File: config.mk
export PLATFORM = sky130hd
export DESIGN_NAME = seg7_mux_ctrl_flat
export DESIGN_NICKNAME = d
export VERILOG_FILES = /design/src/rtl/seg7_mux_ctrl_if.sv /design/src/rtl/seg7_mux_ctrl.sv /design/src/flat_wrapper.sv
export SDC_FILE = /design/constraint.sdc
export NUM_CORES = 1
export LEC_CHECK = 0
export CAP_MARGIN = 20
export CORE_MARGIN = 5
export CORE_UTILIZATION = 55
export DETAILED_ROUTE_END_ITERATION = 7
export DONT_BUFFER_PORTS = 1
export PLACE_DENSITY = 0.81
export SKIP_LAST_GASP = 1
export SLEW_MARGIN = 10
export SYNTH_ARGS = -nofsm -noshare
export SYNTH_HDL_FRONTEND = slang
export SYNTH_SLANG_ARGS = --single-unit
File: constraint.sdc
create_clock -name clk -period 1.85 [get_ports clk]
set_input_delay 0.37 -clock clk [delete_from_list [all_inputs] [get_ports clk]]
set_output_delay 0.37 -clock clk [all_outputs]
set_load 0.1 [all_outputs]
File: src/rtl/seg7_mux_ctrl_if.sv
// seg7_mux_ctrl_if: load/convert handshake and multiplexed display pins of seg7_mux_ctrl
interface seg7_mux_ctrl_if #(parameter int DIGITS = 4, parameter int BIN_W = 14);
  logic [BIN_W-1:0] bin_in;
  logic load;
  logic busy;
  logic ovf;
  logic [DIGITS-1:0] anode;
  logic [6:0] cathode;
  modport master (output bin_in, load, input busy, ovf, anode, cathode);
  modport slave (input bin_in, load, output busy, ovf, anode, cathode);
endinterface

File: src/rtl/seg7_mux_ctrl.sv
// seg7_mux_ctrl: sequential double-dabble binary-to-BCD with multiplexed 7-segment scan; SEG7_LZ_BLANK_EN blanks leading zeros
module seg7_mux_ctrl #(
  parameter int DIGITS = 4,
  parameter int BIN_W = 14,
  parameter int REFRESH_DIV = 100000
) (
  input logic clk,
  input logic rst,
  seg7_mux_ctrl_if.slave bus
);
  localparam int DW = 4 * DIGITS;
  localparam int CW = $clog2(BIN_W + 1);
  localparam int RW = $clog2(REFRESH_DIV);
  localparam int IW = DIGITS > 1 ? $clog2(DIGITS) : 1;
  localparam logic [6:0] DASH = 7'b0111111;
  localparam logic [6:0] OFF = 7'b1111111;
  localparam logic [6:0] SEG [16] = '{
    7'b1000000, 7'b1111001, 7'b0100100, 7'b0110000, 7'b0011001,
    7'b0010010, 7'b0000010, 7'b1111000, 7'b0000000, 7'b0010000,
    OFF, OFF, OFF, OFF, OFF, OFF};
  logic [BIN_W-1:0] sh;
  logic [DW-1:0] bcd, adj, disp, bcd_n;
  logic [CW-1:0] cnt;
  logic of, of_n, busy, ovf, wrap;
  logic [RW-1:0] rc;
  logic [IW-1:0] idx;
  logic [DIGITS-1:0] blank, anode;
  logic [3:0] dig;
  logic [6:0] cathode, seg_n;
`ifdef SEG7_LZ_BLANK_EN
  logic zc;
`endif
  always_comb begin
    adj = bcd;
    for (int i = 0; i < DIGITS; i++)
      adj[4*i +: 4] = bcd[4*i +: 4] > 4'd4 ? bcd[4*i +: 4] + 4'd3 : bcd[4*i +: 4];
    bcd_n = {adj[DW-2:0], sh[BIN_W-1]};
    of_n = of | adj[DW-1];
    blank = '0;
`ifdef SEG7_LZ_BLANK_EN
    zc = 1'b1;
    for (int i = DIGITS - 1; i > 0; i--) begin
      zc = zc & (disp[4*i +: 4] == 4'd0);
      blank[i] = zc;
    end
`endif
    dig = 4'(disp >> {idx, 2'b00});
    seg_n = ovf ? DASH : blank[idx] ? OFF : SEG[dig];
    wrap = rc == RW'(REFRESH_DIV - 1);
  end
  always_ff @(posedge clk) begin
    if (rst) begin
      busy <= 1'b0;
      ovf <= 1'b0;
      disp <= '0;
      rc <= '0;
      idx <= '0;
      anode <= '1;
      cathode <= OFF;
      sh <= '0;
      bcd <= '0;
      of <= 1'b0;
      cnt <= '0;
    end else begin
      anode <= ~(DIGITS'(1) << idx);
      cathode <= seg_n;
      rc <= wrap ? '0 : rc + 1'b1;
      if (wrap) idx <= idx == IW'(DIGITS - 1) ? '0 : idx + 1'b1;
      if (busy) begin
        sh <= sh << 1;
        bcd <= bcd_n;
        of <= of_n;
        cnt <= cnt + 1'b1;
        if (cnt == CW'(BIN_W - 1)) begin
          busy <= 1'b0;
          disp <= bcd_n;
          ovf <= of_n;
        end
      end else if (bus.load) begin
        sh <= bus.bin_in;
        bcd <= '0;
        of <= 1'b0;
        cnt <= '0;
        busy <= 1'b1;
      end
    end
  end
  assign bus.busy = busy;
  assign bus.ovf = ovf;
  assign bus.anode = anode;
  assign bus.cathode = cathode;
endmodule

File: src/flat_wrapper.sv
// flat-port wrapper written by rule: the top's interface ports become plain ports
module seg7_mux_ctrl_flat 
#(
  parameter int DIGITS = 4,
  parameter int BIN_W = 14,
  parameter int REFRESH_DIV = 100000
)
  (clk, rst, bus_bin_in, bus_load, bus_busy, bus_ovf, bus_anode, bus_cathode);
  seg7_mux_ctrl_if #(.DIGITS(DIGITS), .BIN_W(BIN_W)) bus_i ();
  input logic clk;
  input logic rst;
  input wire logic [$bits(bus_i.bin_in)-1:0] bus_bin_in;
  input wire logic [$bits(bus_i.load)-1:0] bus_load;
  output wire logic [$bits(bus_i.busy)-1:0] bus_busy;
  output wire logic [$bits(bus_i.ovf)-1:0] bus_ovf;
  output wire logic [$bits(bus_i.anode)-1:0] bus_anode;
  output wire logic [$bits(bus_i.cathode)-1:0] bus_cathode;
  assign bus_i.bin_in = bus_bin_in;
  assign bus_i.load = bus_load;
  assign bus_busy = bus_i.busy;
  assign bus_ovf = bus_i.ovf;
  assign bus_anode = bus_i.anode;
  assign bus_cathode = bus_i.cathode;
  seg7_mux_ctrl #(.DIGITS(DIGITS), .BIN_W(BIN_W), .REFRESH_DIV(REFRESH_DIV)) u_core (.clk(clk), .rst(rst), .bus(bus_i));
endmodule
==> impl_metrics.tcl, run 1 <==
set metrics [dict create \
    ant_nets 0 \
    ys_ff_latch 83 \
    critical_path_required_ns 2.09 \
    path_delay_family "multiplexers" \
    cts_tree "yes" \
    clock_latency_ns 0.35 \
    vias_per_cell 5.33 \
    ys_seq_area_share_pct 42.8 \
    grt_remaining_overflow 0 \
    min_path_type "in -> reg" \
    rows 30 \
    hold_slack_ns 0.0785 \
    yosysTopAreaCell "dfxtp_1" \
    clk_pin_slew_ns 0.09 \
    htreeDepth 3 \
    r2r_slack_ns 0.10 \
    peakVddDrop_uv 536 \
    layout.nets 512 \
    worst_slew_pin_slew_ns 0.429 \
    cts.path.max_buffers 2 \
    ys_warn_count 0 \
    syn_nets 496 \
    synth_common_cells "dfxtp_1, nor2_1, a21oi_1, nand2_1, nor3_1" \
    finClkSkew_ns 0.00739 \
    antenna_found_initial 0 \
    via_count 3067 \
    drv_slew 0 \
    first_iter_violations 185 \
    dpl.hpwl_um 5030 \
    crit_chain "buf_4 -> mux4_2 -> mux2_4 -> a21oi_2 -> o21ai_1" \
    grt_max_degree 59 \
    core_area_um2 6830 \
    portBuffers 0 \
    reg2reg_to "u_core.bus.cathode[6]" \
    die_h_um 94.1 \
    post-route-period-util_pct 94.4 \
    synth_area_um2 3890 \
    timing.critical_path.buf_inv 1 \
    synthCells 458 \
    hold_depth 1 \
    r2r_start "u_core.idx[0]" \
    area_delta_synth_final_pct 11.5 \
    leakagePower_uw 0.00168 \
    setup_viol 0 \
    async_flop_share_pct 0 \
    grt_pass1_wl_um 13200 \
    arrival_ns 1.99 \
    synth_area_per_cell_um2 8.49 \
    n_antenna_cell 0 \
    r2r_cells 5 \
    wl_per_cell_um 13.0 \
    power_density_nw_per_um2 786 \
    maxCapViolations 0 \
    die_w_um 94.1 \
    drive_gt1_share_pct 12.9 \
    synth.most_common_cell "dfxtp_1" \
    drc 0 \
    start_util_pct 56.9 \
    hold_path_startpoint "rst" \
    cp_max_fo 7 \
    cpPeakStageDelay_ns 0.56 \
    relSlewSlack_pct 71.1 \
    n_fill_cell 582 \
    ff_latch_area_um2 1670 \
    cts_hold_buf 0 \
    grt_use_total_pct 18.3 \
    synth_edf_count 0 \
    clkSinkCount 83 \
    crit_slowest_cell "mux4_2" \
    ys_top_cells_by_area "dfxtp_1, nor2_1, ha_1" \
    first_pass_iters 4 \
    synth_flop_cell "dfxtp_1" \
    critical_path_class "reg -> reg" \
    root_buffer "clkbuf_8" \
    cts_made_buffers 9 \
    io_pins 30 \
    totalWireLength_um 7470 \
    first_global_vias 3063 \
    end_kind "register" \
    multiInputGateArea_um2 2020 \
    hold_path_end "u_core.idx[0]" \
    fin_crit_ns 1.75 \
    p_total_uw 3400 \
    status "finished clean" \
    hold_viol_final 0 \
    max_freq_ghz 0.573 \
    gp_congestion 0.844 \
    critPathLaunchType "register" \
    synth_top_area_share_pct 42.8 \
    die_area_um2 8850 \
    synthDistinctLibCells 40 \
]
==> final cells by class <==
class	instances	share of cell area, %
Multi-Input combinational cell	327	46.6
Tap cell	96	2.77
Timing Repair Buffer	30	5.49
Clock inverter	7	1.85
Clock buffer	9	2.86
Sequential cell	83	38.5
Inverter	23	1.99
==> cell families (layout without fill, tap and decap cells) <==
logic type | count (synthesis) | in the layout | synth area share (%)
multiplexers | 28 | 28 | 8.92
AND/OR/NAND/NOR | 177 | 177 | 20.8
buffers and inverters | 48 | 69 | 5.12
flip-flops | 83 | 83 | 42.8
XOR/XNOR | 19 | 19 | 4.28
adder cells (fa/ha/maj) | 21 | 21 | 6.76
AO/OA/AOI/OAI | 82 | 82 | 11.4
==> per-stage QoR <==
step	cell area [µm²]	util, %	cells	setup WS, ns	TNS (ns)
6_report	4330	63.4	575	0.104	0
5_1_grt	4330	63.4	575	-0.0302	-0.0302
4_1_cts	4320	63.3	574	0.0327	0
3_5_place_dp	4120	60.3	558	0.0576	0
3_3_place_gp	4120	60.3	558	0.118	0
2_1_floorplan	3880	-	458	0.0200	0
==> how the worst max path moves through the flow <==
stage | slack (ns) | startpoint | depth (start not counted) | end
4_1_cts | 0.03 | u_core.idx[0] | 6 | u_core.bus.cathode[0]
5_1_grt | -0.03 | u_core.rc[0] | 6 | u_core.idx[0]
3_3_place_gp | 0.12 | u_core.idx[0] | 5 | u_core.bus.cathode[6]
6_report | 0.10 | u_core.idx[0] | 5 | u_core.bus.cathode[6]
2_1_floorplan | 0.02 | u_core.idx[0] | 6 | u_core.bus.cathode[6]
3_5_place_dp | 0.06 | u_core.idx[0] | 6 | u_core.bus.cathode[0]
==> where the power goes <==
group	internal, µW	leakage [µW]	switching (µW)
clock	643	0.0000973	700
sequential	1820	0.000676	33.9
combinational	70.8	0.000912	136
total	2540	0.00168	869
==> state kept, by name, indices dropped and copies added, names as in the netlist <==
register,flops
u_core.bcd,16
u_core.bus.anode,4
u_core.bus.busy,1
u_core.bus.cathode,7
u_core.bus.ovf,1
u_core.cnt,4
u_core.disp,16
u_core.idx,2
u_core.of,1
u_core.rc,17
u_core.sh,14
==> layer usage <==
| layer | vias up | global-route usage, % | wire length (µm) |
|---|---|---|---|
| met2 | 78 | 31.8 | 3640 |
| met1 | 1399 | 21.4 | 3320 |
| met5 | - | 0 | 0 |
| met3 | 15 | 3.77 | 369 |
| li1 | 1575 | - | - |
| met4 | 0 | 8.66 | 140 |
==> repair_timing <==
action | CTS | global route
endpoints found under the hold margin | 0 | 0
gates resized for setup | 1 | 3
pin swaps | 0 | 1
endpoints found under the setup margin | 1 | 8
setup buffers | 0 | 1
==> cell usage in the layout (no fill, tap or decap), types with 5 or more instances in the layout <==
cell      Yosys  final
dfxtp_1      83     81
nor2_1       78     77
a21oi_1      52     52
nand2_1      37     37
buf_4         0     29
nor3_1       27     27
inv_1        23     23
mux2i_1      23     23
ha_1         21     21
o21ai_0      18     18
xnor2_1      15     15
clkbuf_8      0      9
nand3_1       8      8
nor3b_1       5      5
(Power assumes the default switching activity.)
==> inputs of run 2 (changes only) <==
CORE_UTILIZATION = 40   (was 55)
PLACE_DENSITY = 0.64   (was 0.81)
==> run 2 against run 1 <==
  * Routed wire length fell by 3.3%
  * Non-clock buffer count shrank 3
  * Via count shrank 2.4%
  * Final area about the same
  * Register-to-register slack improved by 0.02 ns
  * Clock power down 12%
  * First-iteration DRC count shrank 46%
  * Critical path depth unchanged
  * Sequential cell count is the same
  * Sequential share of layout area about the same
  * Critical path type unchanged
==> impl_metrics.tcl, run 2 (synthesized netlist as in run 1, its figures left out) <==
set metrics [dict create \
    met1_usage_pct 16.7 \
    cpPeakStageDelay_ns 0.57 \
    drive_gt1_share_pct 11.8 \
    clkPwrFrac_pct 36.4 \
    met3_usage_pct 4.42 \
    grt_use_total_pct 13.3 \
    rows 36 \
    intPower_uw 2450 \
    reg2reg_to "u_core.bus.cathode[6]" \
    fin_crit_ns 1.72 \
    die_w_um 109 \
    top_usage_layer "met2" \
    core_area_um2 9640 \
    max_freq_ghz 0.581 \
    area_delta_synth_final_pct 11.4 \
    hold_depth 1 \
    portBuffers 0 \
    clk_pin_slew_ns 0.09 \
    fin_ws_ns 0.128 \
    clkSinkCount 83 \
    cp_max_fo 5 \
    r2r_cells 5 \
    totalWireLength_um 7230 \
    post-route-period-util_pct 93.1 \
    cts_hold_buf 0 \
    hold_viol_final 0 \
    n_antenna_cell 0 \
    grt_remaining_overflow 0 \
    cts-resized-gates 0 \
    first_pass_iters 4 \
    setup_viol 0 \
    timing.critical_path.buf_inv 0 \
    use_met2_pct 22.0 \
    arrival_ns 1.95 \
    p_seq_share_pct 57.2 \
    power_density_nw_per_um2 749 \
    first_iter_violations 99 \
    io_pins 30 \
    grt_pass1_wl_um 12800 \
    htreeDepth 3 \
    end_kind "register" \
    layout.nets 509 \
    final_common_cell "dfxtp_1" \
    grt_max_degree 59 \
    clock_latency_ns 0.34 \
    critPathLaunchType "register" \
    status "finished clean" \
    antenna_found_initial 0 \
    r2r_start "u_core.idx[0]" \
    path_delay_family "multiplexers" \
    peakVddDrop_uv 472 \
    ant_nets 0 \
    drc 0 \
    crit_chain "mux4_2 -> ha_1 -> mux2_4 -> a21oi_2 -> o21ai_1" \
    post-place-ws_ns 0.0618 \
    root_buffer "clkbuf_8" \
    critical_path_required_ns 2.07 \
    vias_per_cell 4.91 \
    rsz0062_at_grt "no" \
    dp.cells 593 \
    maxCapViolations 0 \
    dpl.hpwl_um 5050 \
    worst_slew_pin_slew_ns 0.419 \
    die_h_um 109 \
    top_register "u_core.rc" \
    wl_per_cell_um 11.9 \
    largestRegisters "u_core.rc (17), u_core.bcd (16), u_core.disp (16)" \
    power.share.combinational_pct 6.5 \
    power.switching_uw 791 \
    start_util_pct 40.3 \
    gp_congestion 0.767 \
    cts_setup_buffers 0 \
    crit_cells 5 \
    crit_path_end "u_core.bus.cathode[6]" \
    leakagePower_uw 0.00167 \
    setup_tns_ns 0 \
    cts_tree "yes" \
    min_path_type "in -> reg" \
    fin_cells 609 \
    via_count 2992 \
    critical_path_class "reg -> reg" \
    worstSetupStartpoint "u_core.idx[0]" \
    relSlewSlack_pct 72.0 \
    p_sw_share_pct 24.4 \
    cts_made_buffers 9 \
    die_area_um2 11800 \
    r2r_slack_ns 0.13 \
    final_cell_mix "dfxtp_1, nor2_1, a21oi_1" \
    first_global_vias 2893 \
    drv_slew 0 \
    crit_slowest_cell "mux4_2" \
    cts.path.max_buffers 2 \
    largest_reg_flops 17 \
    finClkSkew_ns 0.00951 \
]
==> run 2: cell count changes in the layout (fill, tap and decap cells not counted), sizes merged <==
cell / before / now
clkinv: 0 / 2
bufinv: 1 / 0
inv: 27 / 23
buf: 30 / 27
clkbuf: 9 / 12
==> run 2: how the worst min path moves through the flow <==
stage | start | end | slack (ns)
floorplan | u_core.rc[0] | u_core.rc[0] | 0.42
global placement | u_core.rc[0] | u_core.rc[0] | 0.43
detailed placement | u_core.disp[9] | u_core.disp[9] | 0.44
CTS | rst | u_core.bcd[7] | 0.07
global route | rst | u_core.bcd[7] | 0.06
finish | rst | u_core.of | 0.09
==> run 2: layer usage <==
| metal | vias to the layer above | share of wire, % | wire [µm] |
|---|---|---|---|
| li1 | 1564 | - | - |
| met1 | 1378 | 49 | 3570 |
| met2 | 48 | 45 | 3260 |
| met3 | 2 | 5.1 | 371 |
| met4 | 0 | 0.33 | 24 |
| met5 | - | 0 | 0 |
==> run 2: power by group through the flow <==
stage,Sequential [µW],Combinational [µW],Clock [µW]
after floorplan,1950,132,0
after global placement,1890,206,0
after detailed placement,1890,211,0
after CTS,1850,212,1230
after global routing,1860,231,1300
final,1850,210,1180
==> run 2: per-stage QoR <==
step                power, µW  utilization [%]  cell area [µm²]  hold WS, ns
floorplan                2080                -             3880        0.418
global placement         2100             43.0             4150        0.428
detailed placement       2110             43.0             4150        0.439
CTS                      3290             44.9             4330       0.0709
global route             3390             44.9             4330       0.0630
finish                   3240             44.9             4330       0.0921
==> run 2: area by class of cell <==
| type | instances | area (µm²) |
|---|---|---|
| clock buffer | 12 | 155 |
| clock inverter | 4 | 25.0 |
| fill | 987 | 5310 |
| inverter | 23 | 86.3 |
| multi-input combinational | 327 | 2020 |
| sequential | 83 | 1660 |
| tap | 133 | 166 |
| timing repair buffer | 27 | 215 |
==> run 2: worst register-to-register path, stage by stage (launching register included) <==
cell and delay [ns]:
dfxtp_2 0.37, mux4_2 0.57, ha_1 0.23, mux2_4 0.26, a21oi_2 0.13, o21ai_1 0.06
==> inputs of run 3 (changes only) <==
CORE_UTILIZATION = 50   (was 40)
PLACE_DENSITY = 0.76   (was 0.64)
==> run 3 against run 2 <==
  * Routed wire length shrank 0.89%
  * Die area shrank 18%
  * Non-clock buffer count grew 1
  * Fmax shrank 0.31%
  * Critical path depth is the same
  * Core utilization grew 12 points
  * Critical path type unchanged
  * Largest cell class unchanged
==> impl_metrics.tcl, run 3 (synthesized netlist as in run 1, its figures left out) <==
set metrics [dict create \
    io_pins 30 \
    ant_nets 0 \
    relSlewSlack_pct 75.1 \
    hold_path_startpoint "rst" \
    first_global_vias 2937 \
    power_density_nw_per_um2 785 \
    clkSinkCount 83 \
    cts_tree "yes" \
    layout.nets 510 \
    dpl_cell_area_um2 4120 \
    min_path_type "in -> reg" \
    grt_use_total_pct 15.6 \
    worst_slew_pin_slew_ns 0.373 \
    portBuffers 0 \
    clk_pin_slew_ns 0.08 \
    cp_max_fo 5 \
    grt_max_degree 59 \
    antenna_found_initial 0 \
    leakagePower_uw 0.00169 \
    hold_slack_ns 0.0933 \
    setup_viol 0 \
    hold_depth 1 \
    die_h_um 98.2 \
    dp.cells 563 \
    gp_congestion 0.781 \
    drive_gt1_share_pct 12.4 \
    max_freq_ghz 0.579 \
    largestRegisters "u_core.rc (17), u_core.bcd (16), u_core.disp (16)" \
    root_buffer "clkbuf_8" \
    n_antenna_cell 0 \
    die_area_um2 9640 \
    vias_per_cell 5.22 \
    totalWireLength_um 7160 \
    power.switching_uw 808 \
    final_common_cell "dfxtp_1" \
    grt_pass1_wl_um 12700 \
    drc 0 \
    peakVddDrop_uv 521 \
    n_fill_cell 681 \
    largest_reg_flops 17 \
    intPower_uw 2590 \
    r2r_slack_ns 0.12 \
    first_iter_violations 138 \
    grt_remaining_overflow 0 \
    design_area_um2 4330 \
    dpl.hpwl_um 5000 \
    rsz0062_at_grt "no" \
    post-route-period-util_pct 93.4 \
    wl_per_cell_um 12.4 \
    maxCapViolations 0 \
    p_seq_share_pct 54.4 \
    fin_cells 579 \
    fin_crit_ns 1.73 \
    drv_slew 0 \
    power.share.combinational_pct 6.2 \
    cts.path.max_buffers 2 \
    cts_hold_buf 0 \
    core_area_um2 7650 \
    critical_path_required_ns 2.08 \
    critical_path_class "reg -> reg" \
    r2r_start "u_core.idx[0]" \
    start_util_pct 50.8 \
    status "finished clean" \
    top_register "u_core.rc" \
    hold_viol_final 0 \
    cts_made_buffers 9 \
    r2r_cells 5 \
    clock_latency_ns 0.35 \
    p_sw_share_pct 23.8 \
    via_count 3021 \
    cts_setup_buffers 0 \
    first_pass_iters 4 \
    final_cell_mix "dfxtp_1, nor2_1, a21oi_1" \
    critPathLaunchType "register" \
    hold_path_end "u_core.idx[0]" \
    htreeDepth 3 \
    finClkSkew_ns 0.0165 \
    area_delta_synth_final_pct 11.5 \
    clkPwrFrac_pct 39.5 \
    rows 32 \
    end_kind "register" \
    arrival_ns 1.95 \
    reg2reg_to "u_core.bus.cathode[6]" \
    die_w_um 98.2 \
]
[run 3: metrics by stage]
| step | power [µW] | setup WS [ns] | util (%) | setup TNS (ns) |
|---|---|---|---|---|
| global route | 3550 | 0.0284 | 56.7 | 0 |
| detailed placement | 2100 | -0.00730 | 53.8 | -0.00730 |
| finish | 3400 | 0.122 | 56.7 | 0 |
| floorplan | 2080 | 0.0200 | - | 0 |
| CTS | 3430 | 0.0620 | 56.6 | 0 |
| global placement | 2100 | 0.0656 | 53.8 | 0 |
[run 3: how the worst max path moves through the flow]
| stage | startpoint | endpoint | slack, ns | cells past startpoint |
|---|---|---|---|---|
| after global routing | u_core.idx[0] | u_core.bus.cathode[6] | 0.03 | 5 |
| after global placement | u_core.idx[0] | u_core.bus.cathode[6] | 0.07 | 5 |
| after CTS | u_core.idx[0] | u_core.bus.cathode[3] | 0.06 | 6 |
| after detailed placement | u_core.idx[0] | u_core.bus.cathode[3] | -0.007 | 6 |
| final | u_core.idx[0] | u_core.bus.cathode[6] | 0.12 | 5 |
| after floorplan | u_core.idx[0] | u_core.bus.cathode[6] | 0.02 | 6 |
[run 3: timing repair]
action                     4_1_cts  5_1_grt
hold endpoints to repair         0        0
setup endpoints to repair        4        5
cloned                           0        0
gates resized for setup          1        4
[run 3: layer usage]
layer	share of wire (%)	vias up	wire, µm	GRT usage, %
met5	0	-	0	0
met4	0.98	0	70	4.52
met3	4.5	7	323	5.50
met2	47	42	3350	26.3
met1	48	1400	3420	19.0
li1	-	1572	-	-
[run 3: final cells by class]
type                    instances  area (µm²)  share of cell area, %
multi-input cells             327        2020                   46.6
flip-flops and latches         83        1670                   38.5
well taps                     102         128                   2.95
inverters                      23        86.3                   1.99
clock inverters                 5        60.1                   1.39
repair buffers                 28         223                   5.14
clock buffers                  11         151                   3.49
[run 3: power by group through the flow]
stage	clock network, µW	logic (µW)	registers [µW]
final	1340	209	1850
after global routing	1460	231	1860
after CTS	1370	211	1850
after detailed placement	0	211	1890
after global placement	0	204	1890
after floorplan	0	132	1950
[run 3: worst max-delay path: stages, from the launching register on]
cell     delay (ns)
dfxtp_4        0.39
mux4_2         0.56
ha_1           0.20
mux2_4         0.26
a21oi_2        0.13
o21ai_1        0.06
